`src/rtl/ring_buffer_pkg.sv`:
```
// Shared sizing helpers for the ring buffer FIFO.
package ring_buffer_pkg;

    // Index width for a storage array of the given depth (never narrower than 1 bit).
    function automatic int unsigned idx_width(input int unsigned depth);
        int unsigned w;
        w = $clog2(depth);
        return (w == 0) ? 1 : w;
    endfunction

    // Width of an occupancy counter able to hold the value depth itself.
    function automatic int unsigned cnt_width(input int unsigned depth);
        return $clog2(depth + 1);
    endfunction

endpackage

```
`src/rtl/ring_buffer_mem.sv`:
```
// DEPTH x WIDTH simple dual-port storage: synchronous write, asynchronous read.
module ring_buffer_mem
    import ring_buffer_pkg::*;
#(
    parameter int unsigned DEPTH = 16,
    parameter int unsigned WIDTH = 8
) (
    input  logic                         clk,
    input  logic                         we,
    input  logic [idx_width(DEPTH)-1:0]  waddr,
    input  logic [WIDTH-1:0]             wdata,
    input  logic [idx_width(DEPTH)-1:0]  raddr,
    output logic [WIDTH-1:0]             rdata
);

    logic [WIDTH-1:0] mem [DEPTH];

    // Storage write; contents are intentionally not reset.
    always_ff @(posedge clk) begin
        if (we) begin
            mem[waddr] <= wdata;
        end
    end

    // Show-ahead read of the registered array.
    always_comb begin
        rdata = mem[raddr];
    end

endmodule

```
`src/rtl/ring_buffer.sv`:
```
// Single-clock show-ahead FIFO organised as a ring buffer of arbitrary depth.
module ring_buffer
    import ring_buffer_pkg::*;
#(
    parameter int unsigned DEPTH = 16,
    parameter int unsigned WIDTH = 8
) (
    input  logic             clk,
    input  logic             rst,
    output logic             full,
    output logic             empty,
    input  logic             in_shift,
    input  logic [WIDTH-1:0] in_data,
    input  logic             out_pop,
    output logic [WIDTH-1:0] out_data
);

    localparam int unsigned PW = idx_width(DEPTH);
    localparam int unsigned CW = cnt_width(DEPTH);

    logic [PW-1:0] wp;
    logic [PW-1:0] rp;
    logic [CW-1:0] count;
    logic [PW-1:0] wp_nxt;
    logic [PW-1:0] rp_nxt;
    logic [CW-1:0] count_nxt;
    logic          we;
    logic          re;

    // Pointer advance with explicit wrap so non-power-of-two depths work.
    function automatic logic [PW-1:0] ptr_inc(input logic [PW-1:0] p);
        return (p == PW'(DEPTH - 1)) ? '0 : p + PW'(1);
    endfunction

    // Accept/consume qualification and next-state computation.
    always_comb begin
        we        = in_shift & ~full;
        re        = out_pop & ~empty;
        wp_nxt    = wp;
        rp_nxt    = rp;
        count_nxt = count;
        if (we) begin
            wp_nxt = ptr_inc(wp);
        end
        if (re) begin
            rp_nxt = ptr_inc(rp);
        end
        unique case ({we, re})
            2'b10:   count_nxt = count + CW'(1);
            2'b01:   count_nxt = count - CW'(1);
            default: count_nxt = count;
        endcase
    end

    // Pointer, occupancy and flag registers; flags track the registered count.
    always_ff @(posedge clk) begin
        if (rst) begin
            wp    <= '0;
            rp    <= '0;
            count <= '0;
            full  <= 1'b0;
            empty <= 1'b1;
        end else begin
            wp    <= wp_nxt;
            rp    <= rp_nxt;
            count <= count_nxt;
            full  <= (count_nxt == CW'(DEPTH));
            empty <= (count_nxt == '0);
        end
    end

    ring_buffer_mem #(
        .DEPTH (DEPTH),
        .WIDTH (WIDTH)
    ) u_mem (
        .clk   (clk),
        .we    (we),
        .waddr (wp),
        .wdata (in_data),
        .raddr (rp),
        .rdata (out_data)
    );

endmodule

```
`config.mk`:
```
export PLATFORM = sky130hd
export DESIGN_NAME = ring_buffer
export DESIGN_NICKNAME = d
export VERILOG_FILES = /design/src/rtl/ring_buffer_pkg.sv /design/src/rtl/ring_buffer_mem.sv /design/src/rtl/ring_buffer.sv
export SDC_FILE = /design/constraint.sdc
export NUM_CORES = 1
export LEC_CHECK = 0
export ABC_AREA = 1
export CAP_MARGIN = 0
export CELL_PAD_IN_SITES_DETAIL_PLACEMENT = 0
export CELL_PAD_IN_SITES_GLOBAL_PLACEMENT = 1
export CORE_MARGIN = 10
export CORE_UTILIZATION = 25
export CTS_BUF_LIST = sky130_fd_sc_hd__clkbuf_4 sky130_fd_sc_hd__clkbuf_8 sky130_fd_sc_hd__clkbuf_16
export CTS_CLUSTER_DIAMETER = 200
export DETAILED_ROUTE_END_ITERATION = 10
export PLACE_DENSITY_LB_ADDON = 0.2
export SYNTH_ARGS = -nofsm -noshare
export SYNTH_HDL_FRONTEND = slang
export SYNTH_HIERARCHICAL = 1
export SYNTH_SLANG_ARGS = --single-unit
```
`constraint.sdc`:
```
create_clock -name clk -period 1.8 [get_ports clk]
set_input_delay 0.36 -clock clk [delete_from_list [all_inputs] [get_ports clk]]
set_output_delay 0.36 -clock clk [all_outputs]
set_load 0.01 [all_outputs]
```
==> flow_summary.ini <==
[yosys]
syn_area_sq_um = 6480
syn_area_per_cell_sq_um = 9.76
synth.ff_latch_count = 143
ys.warnings.count = 6
seq_area_frac_synth_pct = 64.0
synth.largest_area_cell = edfxtp_1
yosysUniqueCellTypes = 30
syn_nets = 680
netlist_instances = 664
synth_top_area_share_pct = 59.3
synth_area_leaders = edfxtp_1, nand2_1, nand3_1, inv_1, dfxtp_1

[power]
ir_worst_vdd_uv = 636
clkPwrFrac_pct = 38.2
p_int_mw = 7.19
p_sw_mw = 2.83
p_seq_share_pct = 37.8
comb_power_share_pct = 24.1
power_density_nw_per_um2 = 1140
switching_share_pct = 28.2
leakagePower_nw = 3.72
finalPower_mw = 10.0

[place]
place_area_sq_um = 7400
port_buffers = 21
gp_congestion = 0.776
dp_slack_ns = -0.437
dp_cells = 1041
dp_hpwl_mm = 10.6

[clocking]
numCtsBuffers = 17
clk_pin_slew_ns = 0.06
cts_tree = yes
clk-insertion-delay-late_ns = 0.42
clock_sinks = 143
htree_levels = 4
cts_root_buf = clkbuf_16
clockBufferDepth = 2

[timing]
fmax_ghz = 0.479
worstMarginPinSlew_ns = 0.543
slew-limit-headroom_pct = 63.7
skew_ns = 0.0102
rsz0062_at_grt = yes
slew_viol_final = 0
period_needed_ns = 2.09
fin_setup_tns_ns = -2.08
finalSetupViolCount = 8
finalHoldViolations = 0
period_share_pct = 116
setup_ws_ns = -0.288

[route]
first_iter_violations = 264
wl_per_cell_um = 16.1
routed_wirelength_mm = 17.6
ant_nets = 0
vias = 4565
drc = 0
drt_pass1_iterations = 4
vias_per_cell = 4.18

[floorplanning]
core_area_sq_um = 25300
initial_utilization_pct = 25.6
die_y_um = 181
ioPinCount = 22
die_w_um = 181
placement_rows = 58
dieArea_sq_um = 32700

[critical_path]
reg2reg_depth = 15
cp.required_ns = 1.44
setup.worst_path.end_class = output pin
cp.arrival_ns = 1.73
path_common_cell = nand3_1
start_kind = flip-flop
slowest_delay_ns = 0.41
cp_cell_sequence = buf_12 -> inv_12 -> buf_16 -> nand2_1 -> nand3_1 -> nand3_1 -> nand3_2 -> nand2_2 -> buf_6
worst-path-max-fanout = 8
crit_type = flip-flop to output pin
critPathSlowestCell = dfxtp_4

[final_layout]
drive_gt1_share_pct = 27.2
fin_area_sq_um = 8800
antenna_cells = 0
syn2layout_area_growth_pct = 35.9
final_cells = 1092
nets = 765

[global_route]
grt-ovfl-total = 0
grt_start_max_net_pins = 26
grt_pass1_vias = 4563
grt_pass1_wl_mm = 27.0
grt_usage_pct = 10.8
antenna_found_initial = 0

[worst_hold_path]
hold_path_class = flip-flop to flip-flop
hold_depth = 2

[run_status]
outcome = finished, violations left
violations = negative setup slack

[job]
cap_violations = 0
## what timing repair did
item,4_1_cts,5_1_grt
cloned,10,1
pin swaps,14,28
buffers inserted,5,3
endpoints found under the setup margin,11,23
hold buffers,0,0
hold endpoints to repair,0,0
gates resized for setup,101,42
## state kept, by name (all words and copies together) (netlist names)
name       flops
full           1
count          5
wp             4
u_mem/mem    128
rp             4
empty          1
## final timing paths
kind	slack [ns]	to	from
setup / recovery	-0.29	out_data[3]	rp[0]
hold / removal	0.55	wp[0]	wp[0]
setup reg to reg	0.11	full	empty
hold reg to reg	0.55	wp[0]	wp[0]
## cells by family after synthesis
family,after synthesis,share of synthesized area (%)
xor gates and xnor gates,4,0.541
and+or+nand+nor,350,23.6
buffers and inverters,151,9.99
adders and majority gates,4,0.773
DFF,143,64.0
AOI/OAI and AO/OA,12,1.08
## cells in the final DEF, fill, tap and decap left out, types with 9 or more instances in the layout
cell | synthesis | final
inv_1 | 121 | 120
clkbuf_16 | 0 | 18
edfxtp_1 | 128 | 128
buf_12 | 0 | 9
buf_16 | 0 | 10
buf_6 | 6 | 12
dfxtp_1 | 15 | 11
nand3_1 | 105 | 57
nand2_1 | 193 | 172
clkdlybuf4s50_1 | 0 | 12
nand2_2 | 6 | 23
nor2_1 | 30 | 30
buf_4 | 5 | 46
nand3_2 | 3 | 51
## area by class of cell
cell class / instances / area [sq um]
Timing Repair inverter: 1 / 16.3
Clock buffer: 18 / 433
Inverter: 125 / 485
Clock inverter: 14 / 201
Tap cell: 330 / 413
Sequential cell: 143 / 4150
Multi-Input combinational cell: 370 / 2010
Fill cell: 2505 / 16500
Timing Repair Buffer: 91 / 1090
## power by group through the flow
stage	combinational, mW	sequential [mW]	clock, mW
2_1_floorplan	1.01	3.83	0
3_3_place_gp	1.70	3.84	0
3_5_place_dp	1.70	3.84	0
4_1_cts	2.27	3.78	3.91
5_1_grt	2.62	3.79	4.06
6_report	2.41	3.78	3.82
## worst max-delay path: cells and delay by family, from the launching register on
family                 cells  cell delay (ns)
buffers and inverters      4             0.46
DFF                        1             0.41
and+or+nand+nor            5             0.44
## Yosys cell counts
| master | count |
|---|---|
| nor3_1 | 2 |
| xor2_1 | 3 |
| dfxtp_1 | 15 |
| inv_1 | 121 |
| buf_1 | 1 |
| nand3b_1 | 2 |
| nand2_4 | 1 |
| nand4_1 | 3 |
| nand2_2 | 6 |
| nand3_2 | 3 |
| or2_2 | 1 |
| a21oi_1 | 2 |
| buf_2 | 13 |
| o21bai_2 | 1 |
| nor3b_1 | 1 |
| inv_2 | 4 |
| edfxtp_1 | 128 |
| nand3_1 | 105 |
| nor2_2 | 2 |
| xnor2_1 | 1 |
| o21ai_2 | 1 |
| nand2_1 | 193 |
| nor2_1 | 30 |
| o21ai_0 | 5 |
| nor2_8 | 1 |
| buf_4 | 5 |
| clkbuf_1 | 1 |
| o21ai_1 | 3 |
| ha_1 | 4 |
| buf_6 | 6 |
## through the flow
step,hold slack (ns),utilization [%]
CTS,0.547,33.9
finish,0.546,34.7
global placement,0.527,29.2
floorplan,0.459,-
global route,0.579,34.7
detailed placement,0.538,29.2
## per-layer routing
metal,track usage (%),vias up,part of all wire [%]
li1,-,2312,-
met1,13.8,2177,47
met2,17.5,67,49
met3,2.74,9,3.2
met4,3.25,0,0.99
met5,0,-,0
No activity file was read; power rests on OpenSTA's default activity.
